[src/rtl/ladybird_csr_requester.sv]
// Zicsr requester: latches one decoded CSR instruction, performs a single-cycle
// access on the CSR file port and returns the old value as the rd writeback.
module ladybird_csr_requester #(
    parameter int XLEN = 32
) (
    input  logic            clk,
    input  logic            rst,
    input  logic            req_valid,
    output logic            req_ready,
    input  logic [2:0]      req_funct3,
    input  logic [11:0]     req_addr,
    input  logic [4:0]      req_rs1_idx,
    input  logic [XLEN-1:0] req_rs1_data,
    input  logic [4:0]      req_rd_idx,
    output logic [2:0]      csr_op,
    output logic            csr_valid,
    output logic [11:0]     csr_addr,
    output logic [XLEN-1:0] csr_data,
    input  logic [XLEN-1:0] csr_rdata,
    output logic            rsp_valid,
    input  logic            rsp_ready,
    output logic [4:0]      rsp_rd_idx,
    output logic [XLEN-1:0] rsp_rd_data,
    output logic            rsp_we,
    output logic            rsp_illegal,
    output logic [31:0]     illegal_count
);

    typedef enum logic [1:0] {IDLE, ACCESS, RESP} state_e;

    state_e          state_q, state_d;
    logic [2:0]      op_q, op_d;
    logic [11:0]     addr_q, addr_d;
    logic [XLEN-1:0] data_q, data_d;
    logic [4:0]      rd_idx_q, rd_idx_d;
    logic            illegal_q, illegal_d;
    logic            csr_valid_q, csr_valid_d;
    logic            rsp_valid_q, rsp_valid_d;
    logic            rsp_we_q, rsp_we_d;
    logic            rsp_illegal_q, rsp_illegal_d;
    logic [4:0]      rsp_rd_idx_q, rsp_rd_idx_d;
    logic [XLEN-1:0] rsp_rd_data_q, rsp_rd_data_d;
    logic [31:0]     illegal_count_q, illegal_count_d;

    logic req_wr, req_illegal;

    // RS/RC and their immediate forms share the rs1 field as the "nonzero" test.
    always_comb begin
        req_wr      = (req_funct3[1:0] == 2'b01) || (req_rs1_idx != 5'd0);
        req_illegal = (req_funct3[1:0] == 2'b00) || (req_wr && (req_addr[11:10] == 2'b11));
    end

    always_comb begin
        state_d         = state_q;
        op_d            = op_q;
        addr_d          = addr_q;
        data_d          = data_q;
        rd_idx_d        = rd_idx_q;
        illegal_d       = illegal_q;
        csr_valid_d     = 1'b0;
        rsp_valid_d     = rsp_valid_q;
        rsp_we_d        = rsp_we_q;
        rsp_illegal_d   = rsp_illegal_q;
        rsp_rd_idx_d    = rsp_rd_idx_q;
        rsp_rd_data_d   = rsp_rd_data_q;
        illegal_count_d = illegal_count_q;
        case (state_q)
            IDLE: begin
                if (req_valid) begin
                    op_d        = req_funct3;
                    addr_d      = req_addr;
                    data_d      = req_funct3[2] ? {{(XLEN-5){1'b0}}, req_rs1_idx} : req_rs1_data;
                    rd_idx_d    = req_rd_idx;
                    illegal_d   = req_illegal;
                    csr_valid_d = req_wr && !req_illegal;
                    state_d     = ACCESS;
                end
            end
            ACCESS: begin
                // CSR file writes on this same edge, so rdata is still the old value.
                rsp_valid_d   = 1'b1;
                rsp_rd_data_d = illegal_q ? '0 : csr_rdata;
                rsp_we_d      = !illegal_q && (rd_idx_q != 5'd0);
                rsp_illegal_d = illegal_q;
                rsp_rd_idx_d  = rd_idx_q;
                state_d       = RESP;
            end
            RESP: begin
                if (rsp_ready) begin
                    rsp_valid_d   = 1'b0;
                    rsp_we_d      = 1'b0;
                    rsp_illegal_d = 1'b0;
                    if (illegal_q && (illegal_count_q != 32'hFFFF_FFFF))
                        illegal_count_d = illegal_count_q + 32'd1;
                    state_d = IDLE;
                end
            end
            default: state_d = IDLE;
        endcase
    end

    always_ff @(posedge clk) begin
        if (rst) begin
            state_q         <= IDLE;
            op_q            <= '0;
            addr_q          <= '0;
            data_q          <= '0;
            rd_idx_q        <= '0;
            illegal_q       <= 1'b0;
            csr_valid_q     <= 1'b0;
            rsp_valid_q     <= 1'b0;
            rsp_we_q        <= 1'b0;
            rsp_illegal_q   <= 1'b0;
            rsp_rd_idx_q    <= '0;
            rsp_rd_data_q   <= '0;
            illegal_count_q <= '0;
        end else begin
            state_q         <= state_d;
            op_q            <= op_d;
            addr_q          <= addr_d;
            data_q          <= data_d;
            rd_idx_q        <= rd_idx_d;
            illegal_q       <= illegal_d;
            csr_valid_q     <= csr_valid_d;
            rsp_valid_q     <= rsp_valid_d;
            rsp_we_q        <= rsp_we_d;
            rsp_illegal_q   <= rsp_illegal_d;
            rsp_rd_idx_q    <= rsp_rd_idx_d;
            rsp_rd_data_q   <= rsp_rd_data_d;
            illegal_count_q <= illegal_count_d;
        end
    end

    assign req_ready     = (state_q == IDLE);
    assign csr_op        = op_q;
    assign csr_addr      = addr_q;
    assign csr_data      = data_q;
    assign csr_valid     = csr_valid_q;
    assign rsp_valid     = rsp_valid_q;
    assign rsp_we        = rsp_we_q;
    assign rsp_illegal   = rsp_illegal_q;
    assign rsp_rd_idx    = rsp_rd_idx_q;
    assign rsp_rd_data   = rsp_rd_data_q;
    assign illegal_count = illegal_count_q;

endmodule

[config.mk]
export PLATFORM = sky130hd
export DESIGN_NAME = ladybird_csr_requester
export DESIGN_NICKNAME = d
export VERILOG_FILES = /design/src/rtl/ladybird_csr_requester.sv
export SDC_FILE = /design/constraint.sdc
export NUM_CORES = 1
export LEC_CHECK = 0
export CAP_MARGIN = 10
export CORE_ASPECT_RATIO = 0.9
export CORE_UTILIZATION = 40
export DETAILED_ROUTE_END_ITERATION = 10
export PLACE_DENSITY = 0.8
export SLEW_MARGIN = 20
export SYNTH_ARGS = -nofsm -noshare
export SYNTH_HDL_FRONTEND = slang
export SYNTH_SLANG_ARGS = --single-unit
[constraint.sdc]
create_clock -name clk -period 5.3 [get_ports clk]
set_input_delay 1.59 -clock clk [delete_from_list [all_inputs] [get_ports clk]]
set_output_delay 1.59 -clock clk [all_outputs]
set_load 0.005 [all_outputs]
* Yosys cells after proc, flatten, opt, wreduce, memory -nomap -nowiden
Index checks and enable logic that the tools add are counted.
** Storage, ports and cells
- Flip-flop bits (word level) :: 128
- Input bits :: 93
- Output and inout port bits :: 121
- Word-level logic and storage cells :: 50
** Operators by class
- Add/sub/neg operators :: 1
- Equality and inequality tests :: 7
- Mux-type cells :: 9
- Bitwise logic cells :: 2
- Reduce and logical (&&, ||, !) cells :: 18
** Operators by type and width (number)
- 32-bit two-way mux :: 2
- 32-bit by 1-bit adder with 32-bit output, second input constant :: 1
- 32-bit inequality test, second input constant :: 1
- 5-bit nonzero test :: 2
- 1-bit case mux with 2 select lines :: 3
- 2-bit case mux with 3 select lines :: 1
- 2-bit AND reduction :: 3
- 2-bit by 1-bit == test with 1-bit output, second input constant :: 2
- 2-bit == test, second input constant :: 2
- 1-bit logical AND :: 4
- 2-bit zero test :: 2
- 2-bit two-way mux :: 2
- 2-bit inequality test, second input constant :: 2
- 3-bit AND reduction :: 1
- 3-bit OR reduction :: 1
- 1-bit zero test :: 2
- 1-bit logical OR :: 2
- 1-bit NOT :: 2
- 2-bit nonzero test :: 1
- 1-bit two-way mux :: 1

* Depth between registers and ports, before layout
Gate-level depths: netlist of run 1.
- Depth after elaboration :: 6
- Gate-level depth with buffers :: 8
- Mapped depth without buffers :: 6

* Least setup slack after synthesis of run 1
No wires, ideal clock.
- Path type :: in2reg
- Start :: in rsp_ready
- End :: reg illegal_count_q[30], in the netlist illegal_count[30]
- Arrival time :: 2.847 ns
- Data required time :: 5.184 ns
- Path slack :: 2.337 ns
- Stages on the path :: 5
- Buffers on the path :: 0
- Cell sequence :: nand4b_1 > or4_4 > nor2_1 > a21oi_1 > a31o_2
** Between the ends
- Word-level cells in the longest chain between the ends :: 1
** RTL lines
- start: declaration :: RTL line 21 : input logic rsp_ready,
- 3-bit AND reduction (no source line)
- end signal: assignment :: RTL line 130 : illegal_count_q <= illegal_count_d;
- end: declaration :: RTL line 43 : logic [31:0] illegal_count_q, illegal_count_d;
No other way between the ends.
A chain may end at the register's enable or synchronous reset.

* Final worst setup path of run 1
- Start :: in rsp_ready
- End :: reg illegal_count_q[31], in the netlist illegal_count[31]
The elaborated chain is that of the path after synthesis.

==> results of run 1 <==
[logic make-up after synthesis]
logic type,Yosys count
AND/OR/NAND/NOR,286
AO/OA/AOI/OAI,153
flip-flops,128
buffers and inverters,52
XOR/XNOR,7
multiplexers,6
adder cells (fa/ha/maj),1
[synth_stat cells, types with 4 or more instances]
master / number
or3_1: 10
nand4_1: 8
dfxtp_1: 128
and4_1: 4
a211oi_1: 6
xnor2_1: 5
mux2i_1: 5
nand3_1: 13
clkbuf_1: 44
or4_1: 12
nand2_1: 129
nand3b_1: 59
nor2_1: 23
a21oi_1: 108
o31ai_1: 11
and3_1: 6
a2111oi_2: 5
nand2b_1: 4
o21ai_1: 6
nor2b_1: 4
o21ai_0: 6
[power by group through the flow]
stage / Sequential (mW) / Combinational, mW / Clock (mW)
after floorplan: 1.04 / 0.107 / 0
after global routing: 1.03 / 0.292 / 1.15
final: 1.03 / 0.267 / 1.08
after CTS: 1.03 / 0.270 / 1.11
after global placement: 1.05 / 0.263 / 0
after detailed placement: 1.05 / 0.269 / 0
[path summary, 6_finish.rpt]
| path | start | to | slack, ps | cells past startpoint |
|---|---|---|---|---|
| worst min-delay path | csr_data[10] | csr_data[10] | 450 | 2 |
| worst min register to register | csr_data[10] | csr_data[10] | 450 | 2 |
| worst max-delay path | rsp_ready | illegal_count[31] | 1460 | 7 |
| worst max register to register | illegal_q | illegal_count[31] | 1960 | 6 |
[metrics by stage]
stage	cell area (sq um)	utilization (%)	power, mW	hold slack [ps]	setup WS [ps]
global placement	7500	58.3	1.31	438	1260
detailed placement	7500	58.3	1.32	445	1070
global route	8070	62.6	2.48	467	1280
floorplan	5350	-	1.15	440	2340
CTS	8050	62.5	2.41	453	1500
finish	8070	62.6	2.38	451	1460
[routing by layer]
layer | up-vias | track usage [%] | part of all wire, %
li1 | 2603 | - | -
met2 | 218 | 37.9 | 48
met1 | 2501 | 26.5 | 41
met3 | 26 | 10.0 | 9.5
met5 | - | 0 | 0
met4 | 0 | 8.67 | 1.8
[worst max-delay path: cells and delay by family]
family / cells / cell delay (ps)
simple gates: 3 / 1460
buf+inv: 2 / 730
compound gates: 2 / 380
[flip-flops by register name, indices dropped and copies added, names as in the netlist]
name / cells
csr_data: 32
rsp_rd_idx: 5
state_q: 2
csr_op: 3
rsp_valid: 1
rsp_rd_data: 32
rsp_illegal: 1
csr_valid: 1
rsp_we: 1
rd_idx_q: 5
illegal_count: 32
csr_addr: 12
illegal_q: 1
[cell type report]
cell class	instances	area, sq um	area share [%]
Inverter	1	3.75	0.0465
Multi-Input combinational cell	453	2580	32.0
Clock inverter	6	57.6	0.713
Sequential cell	128	2560	31.8
Timing Repair Buffer	218	2170	26.8
Tap cell	164	205	2.54
Clock buffer	24	492	6.09
[cells in the final DEF (no fill, tap or decap), drive strengths merged]
master,instances
dfxtp,128
ha,1
clkinv,4
nand3,13
a31o,1
o41ai,3
o31ai,11
clkdlybuf4s50,211
nor2b,4
or3,11
bufinv,1
inv,1
buf,7
xor2,2
nor2,23
or4b,1
nand4,9
o21bai,2
xnor2,5
o21ai,12
nand3b,59
and2,2
nand4b,1
mux2i,5
nor3,3
clkinvlp,1
or4,13
and3,6
nor3b,1
and4,4
clkbuf,24
o21a,1
a21oi,109
a31oi,2
a211oi,6
a2111oi,6
mux2,1
nor4,3
nand2,129
nand2b,4
==> results.py, run 1 <==
metrics = {
    "drt": {
        "vias": 5348,
        "finalWirelength_um": 15700,
        "drt_pass1_iterations": 5,
        "wire_per_inst_um": 15.8,
        "viasPerCell": 5.38,
        "drt_iter0_drc": 301,
        "drc": 0,
        "ant_nets": 0,
    },
    "setup_path": {
        "cp-end-kind": "register",
        "cp_max_fo": 20,
        "crit_type": "in -> reg",
        "critical_path.slowest_cell": "clkdlybuf4s50_1",
        "worst_ep_required_time_ps": 5630,
        "max_stage_delay_ps": 530,
        "cp.arrival_ps": 4170,
        "crit_chain": "clkdlybuf4s50_1 > nand4b_1 > nor3_1 > o41ai_4 > buf_6 > or4_1 > a21oi_1",
        "start_kind": "input pin",
    },
    "clock_tree": {
        "htree_levels": 4,
        "cts_buffers": 17,
        "clockBufferDepth": 2,
        "clk_pin_slew_ps": 50,
        "post_cts_resized": 0,
        "cts_tree": "done",
        "clock_sinks": 128,
        "clock_latency_ps": 410,
        "postCtsSetupBuffers": 0,
        "cts-root-buf": "clkbuf_16",
        "cts_hold_buf": 0,
    },
    "yosys": {
        "synth_top_area_share_pct": 47.9,
        "synthDistinctLibCells": 47,
        "synth_ff_type": "dfxtp_1",
        "syn_avg_cell_area_sq_um": 8.45,
        "synth-simple-area-share_pct": 28.4,
        "postSynth.asyncResetShare_pct": 0,
        "synth-xor-area-share_pct": 1.15,
        "synth_mux_area_share_pct": 1.15,
        "synth_largest_area_cell": "dfxtp_1",
        "syn_inst": 633,
        "synth_top_family_by_area": "simple AND/OR/NAND/NOR gates",
        "synth_area_sq_um": 5350,
        "synth_edf_count": 0,
        "synthAdderAreaFrac_pct": 0.234,
        "ys_ff_latch": 128,
        "yosysWarnings": 0,
        "synth_compound_area_share_pct": 17.2,
        "synth.area.top_cells": "dfxtp_1 (48%), a21oi_1 (10%), nand2_1 (9.1%)",
        "syn_nets": 727,
        "yosysSeqAreaShare_pct": 47.9,
    },
    "global_route": {
        "grt_overflow": 0,
        "grt_max_degree": 99,
        "grt.total_usage_pct": 23.2,
        "grt_pass1_wl_um": 25300,
        "antenna_found_initial": 0,
        "grt_pass1_vias": 5266,
    },
    "timing": {
        "min_period_over_period_pct": 72.5,
        "finalHoldViolCount": 0,
        "worst_pin_slew_ps": 1050,
        "rsz0062_at_grt": "no",
        "finClkSkew_ps": 6.40,
        "maxSlewHeadroom_pct": 30.1,
        "maxSlewViolCount": 0,
        "fin_tns_setup_ps": 0,
        "fmax_ghz": 0.260,
        "min_period_ps": 3840,
        "setup_viol": 0,
    },
    "finish": {
        "drive_above_1_share_pct": 6.02,
        "nets": 913,
        "fill_cells": 1052,
        "final-instance-count-excl-fill": 994,
        "diodes": 0,
        "area_delta_synth_final_pct": 50.9,
    },
    "place": {
        "post-dp-hpwl_um": 10800,
        "place_congestion": 0.851,
        "io_buffers": 213,
        "dp.cells": 963,
    },
    "floorplan": {
        "io_pins": 214,
        "die_x_um": 124,
        "fp-row-count": 39,
        "die_h_um": 112,
        "start_util_pct": 41.5,
        "dieArea_sq_um": 13800,
        "core_region_area_sq_um": 12900,
    },
    "pwr": {
        "peakVddDrop_mv": 0.200,
        "sw_frac_of_total_pct": 22.5,
        "combPwrFrac_pct": 11.2,
        "p_clk_share_pct": 45.6,
        "internal-power_mw": 1.84,
        "p_switching_uw": 535,
        "power_leakage_nw": 2.69,
        "power_density_nw_per_um2": 295,
        "seq_power_share_pct": 43.2,
    },
    "worst_hold_path": {
        "hold_path.class": "reg -> reg",
    },
    "run": {
        "maxCapViolations": 0,
    },
    "outcome": {
        "status": "complete, no violations",
    },
}
Power figures use the tool's default switching activity.
==> inputs of run 2 (changes only) <==
==> constraint.sdc (replaced) <==
create_clock -name clk -period 3.9 [get_ports clk]
set_input_delay 1.17 -clock clk [delete_from_list [all_inputs] [get_ports clk]]
set_output_delay 1.17 -clock clk [all_outputs]
set_load 0.005 [all_outputs]
==> results.py, run 2 (synthesis results as in run 1) <==
metrics = {
    "global_route": {
        "grt.total_usage_pct": 22.5,
        "antenna_found_initial": 0,
        "grt_overflow": 0,
        "grt_pass1_vias": 5092,
        "grt_max_degree": 66,
        "grt_pass1_wl_um": 24500,
    },
    "setup_path": {
        "crit_cells": 7,
        "crit_family": "simple AND/OR/NAND/NOR gates",
        "cp_max_fo": 20,
        "cp.arrival_ps": 3260,
        "cp.buffers_inverters": 2,
        "worst_ep_required_time_ps": 4240,
        "crit_chain": "clkdlybuf4s50_1 > nand4b_1 > nor3_1 > o41ai_4 > clkbuf_8 > or4_1 > a21oi_1",
        "r2r_slack_ps": 1230,
        "crit_type": "in -> reg",
        "critical_path.slowest_cell": "clkdlybuf4s50_1",
        "cp-end-kind": "register",
        "r2r_end": "illegal_count[5]",
        "critPathLaunch": "rsp_ready",
        "rr_startpoint": "illegal_count[0]",
        "start_kind": "input pin",
        "reg2regPathDepth": 6,
        "max_stage_delay_ps": 530,
    },
    "clock_tree": {
        "clk_pin_slew_ps": 60,
        "cts_hold_buf": 0,
        "post_cts_resized": 0,
        "cts_buffers": 17,
        "clock_sinks": 128,
        "clock_latency_ps": 410,
        "cts-root-buf": "clkbuf_16",
        "clockBufferDepth": 2,
        "postCtsSetupBuffers": 0,
        "cts_tree": "done",
        "htree_levels": 4,
    },
    "timing": {
        "min_period_over_period_pct": 74.9,
        "rsz0062_at_grt": "no",
        "fin_tns_setup_ps": 0,
        "maxSlewHeadroom_pct": 30.1,
        "setup_viol": 0,
        "fmax_ghz": 0.342,
        "finClkSkew_ps": 9.34,
        "maxSlewViolCount": 0,
        "min_period_ps": 2920,
        "finalHoldViolCount": 0,
        "timing.hold.ws_ps": 445,
        "worst_pin_slew_ps": 1040,
    },
    "floorplan": {
        "start_util_pct": 41.5,
        "core_region_area_sq_um": 12900,
        "die_x_um": 124,
        "fp-row-count": 39,
        "io_pins": 214,
        "die_h_um": 112,
        "dieArea_sq_um": 13800,
    },
    "run": {
        "maxCapViolations": 0,
    },
    "outcome": {
        "status": "complete, no violations",
    },
    "drt": {
        "vias": 5300,
        "finalWirelength_um": 15200,
        "drt_iter0_drc": 296,
        "drc": 0,
        "drt_pass1_iterations": 4,
        "ant_nets": 0,
        "viasPerCell": 5.31,
        "wire_per_inst_um": 15.2,
    },
    "pwr": {
        "power_leakage_nw": 2.72,
        "peakVddDrop_mv": 0.310,
        "power_density_nw_per_um2": 404,
    },
    "finish": {
        "utilization_pct": 63.2,
        "final_common_cell": "clkdlybuf4s50_1",
        "diodes": 0,
        "drive_above_1_share_pct": 6.35,
        "layout_common_cells": "clkdlybuf4s50_1 (212), nand2_1 (129), dfxtp_1 (128)",
        "nets": 918,
        "fill_cells": 1062,
        "area_delta_synth_final_pct": 52.3,
    },
    "place": {
        "post-dp-hpwl_um": 10700,
        "io_buffers": 213,
        "place_congestion": 0.874,
    },
    "worst_hold_path": {
        "hold_path.class": "reg -> reg",
        "hold_end": "rsp_rd_data[19]",
        "hp-start": "rsp_rd_data[19]",
        "holdPathStages": 2,
    },
}
[run 2: routing by layer]
metal / vias up / wire [um] / share of wire (%) / track usage [%]
li1: 2621 / - / - / -
met1: 2463 / 6180 / 41 / 25.4
met2: 200 / 7270 / 48 / 37.2
met3: 16 / 1500 / 9.9 / 9.43
met4: 0 / 235 / 1.5 / 8.92
met5: - / 0 / 0 / 0
[run 2: worst min-delay path, cell delays in order (launching register included)]
cell and delay, ps:
dfxtp_1 300, nand2_1 50, a21oi_1 50
[run 2: worst max-delay path by stage]
| stage | end | slack (ps) |
|---|---|---|
| floorplan | illegal_count[30] | 1360 |
| finish | illegal_count[17] | 980 |
| global placement | illegal_count[30] | 660 |
| detailed placement | illegal_count[30] | 570 |
| global route | illegal_count[30] | 880 |
| CTS | illegal_count[30] | 1000 |
[run 2: layout make-up]
type | count | area, sq um | share of cell area, %
Clock inverter | 5 | 78.8 | 0.968
Multi-Input combinational cell | 453 | 2570 | 31.6
Clock buffer | 25 | 495 | 6.08
Timing Repair Buffer | 223 | 2220 | 27.3
Inverter | 1 | 3.75 | 0.0461
Sequential cell | 128 | 2560 | 31.5
Tap cell | 164 | 205 | 2.52
[run 2: stage by stage]
| step | worst slack (ps) | total power, mW | area [sq um] | instances |
|---|---|---|---|---|
| 5_1_grt | 883 | 3.44 | 8140 | 999 |
| 6_report | 980 | 3.29 | 8140 | 999 |
| 4_1_cts | 1000 | 3.33 | 8130 | 998 |
| 3_5_place_dp | 567 | 1.79 | 7550 | 968 |
| 3_3_place_gp | 657 | 1.78 | 7550 | 968 |
| 2_1_floorplan | 1360 | 1.56 | 5350 | 633 |
[run 2: report_power, final]
part | switching [mW] | total, mW | internal, mW
logic | 0.158 | 0.375 | 0.217
registers | 0.0284 | 1.39 | 1.36
clock network | 0.528 | 1.53 | 0.999
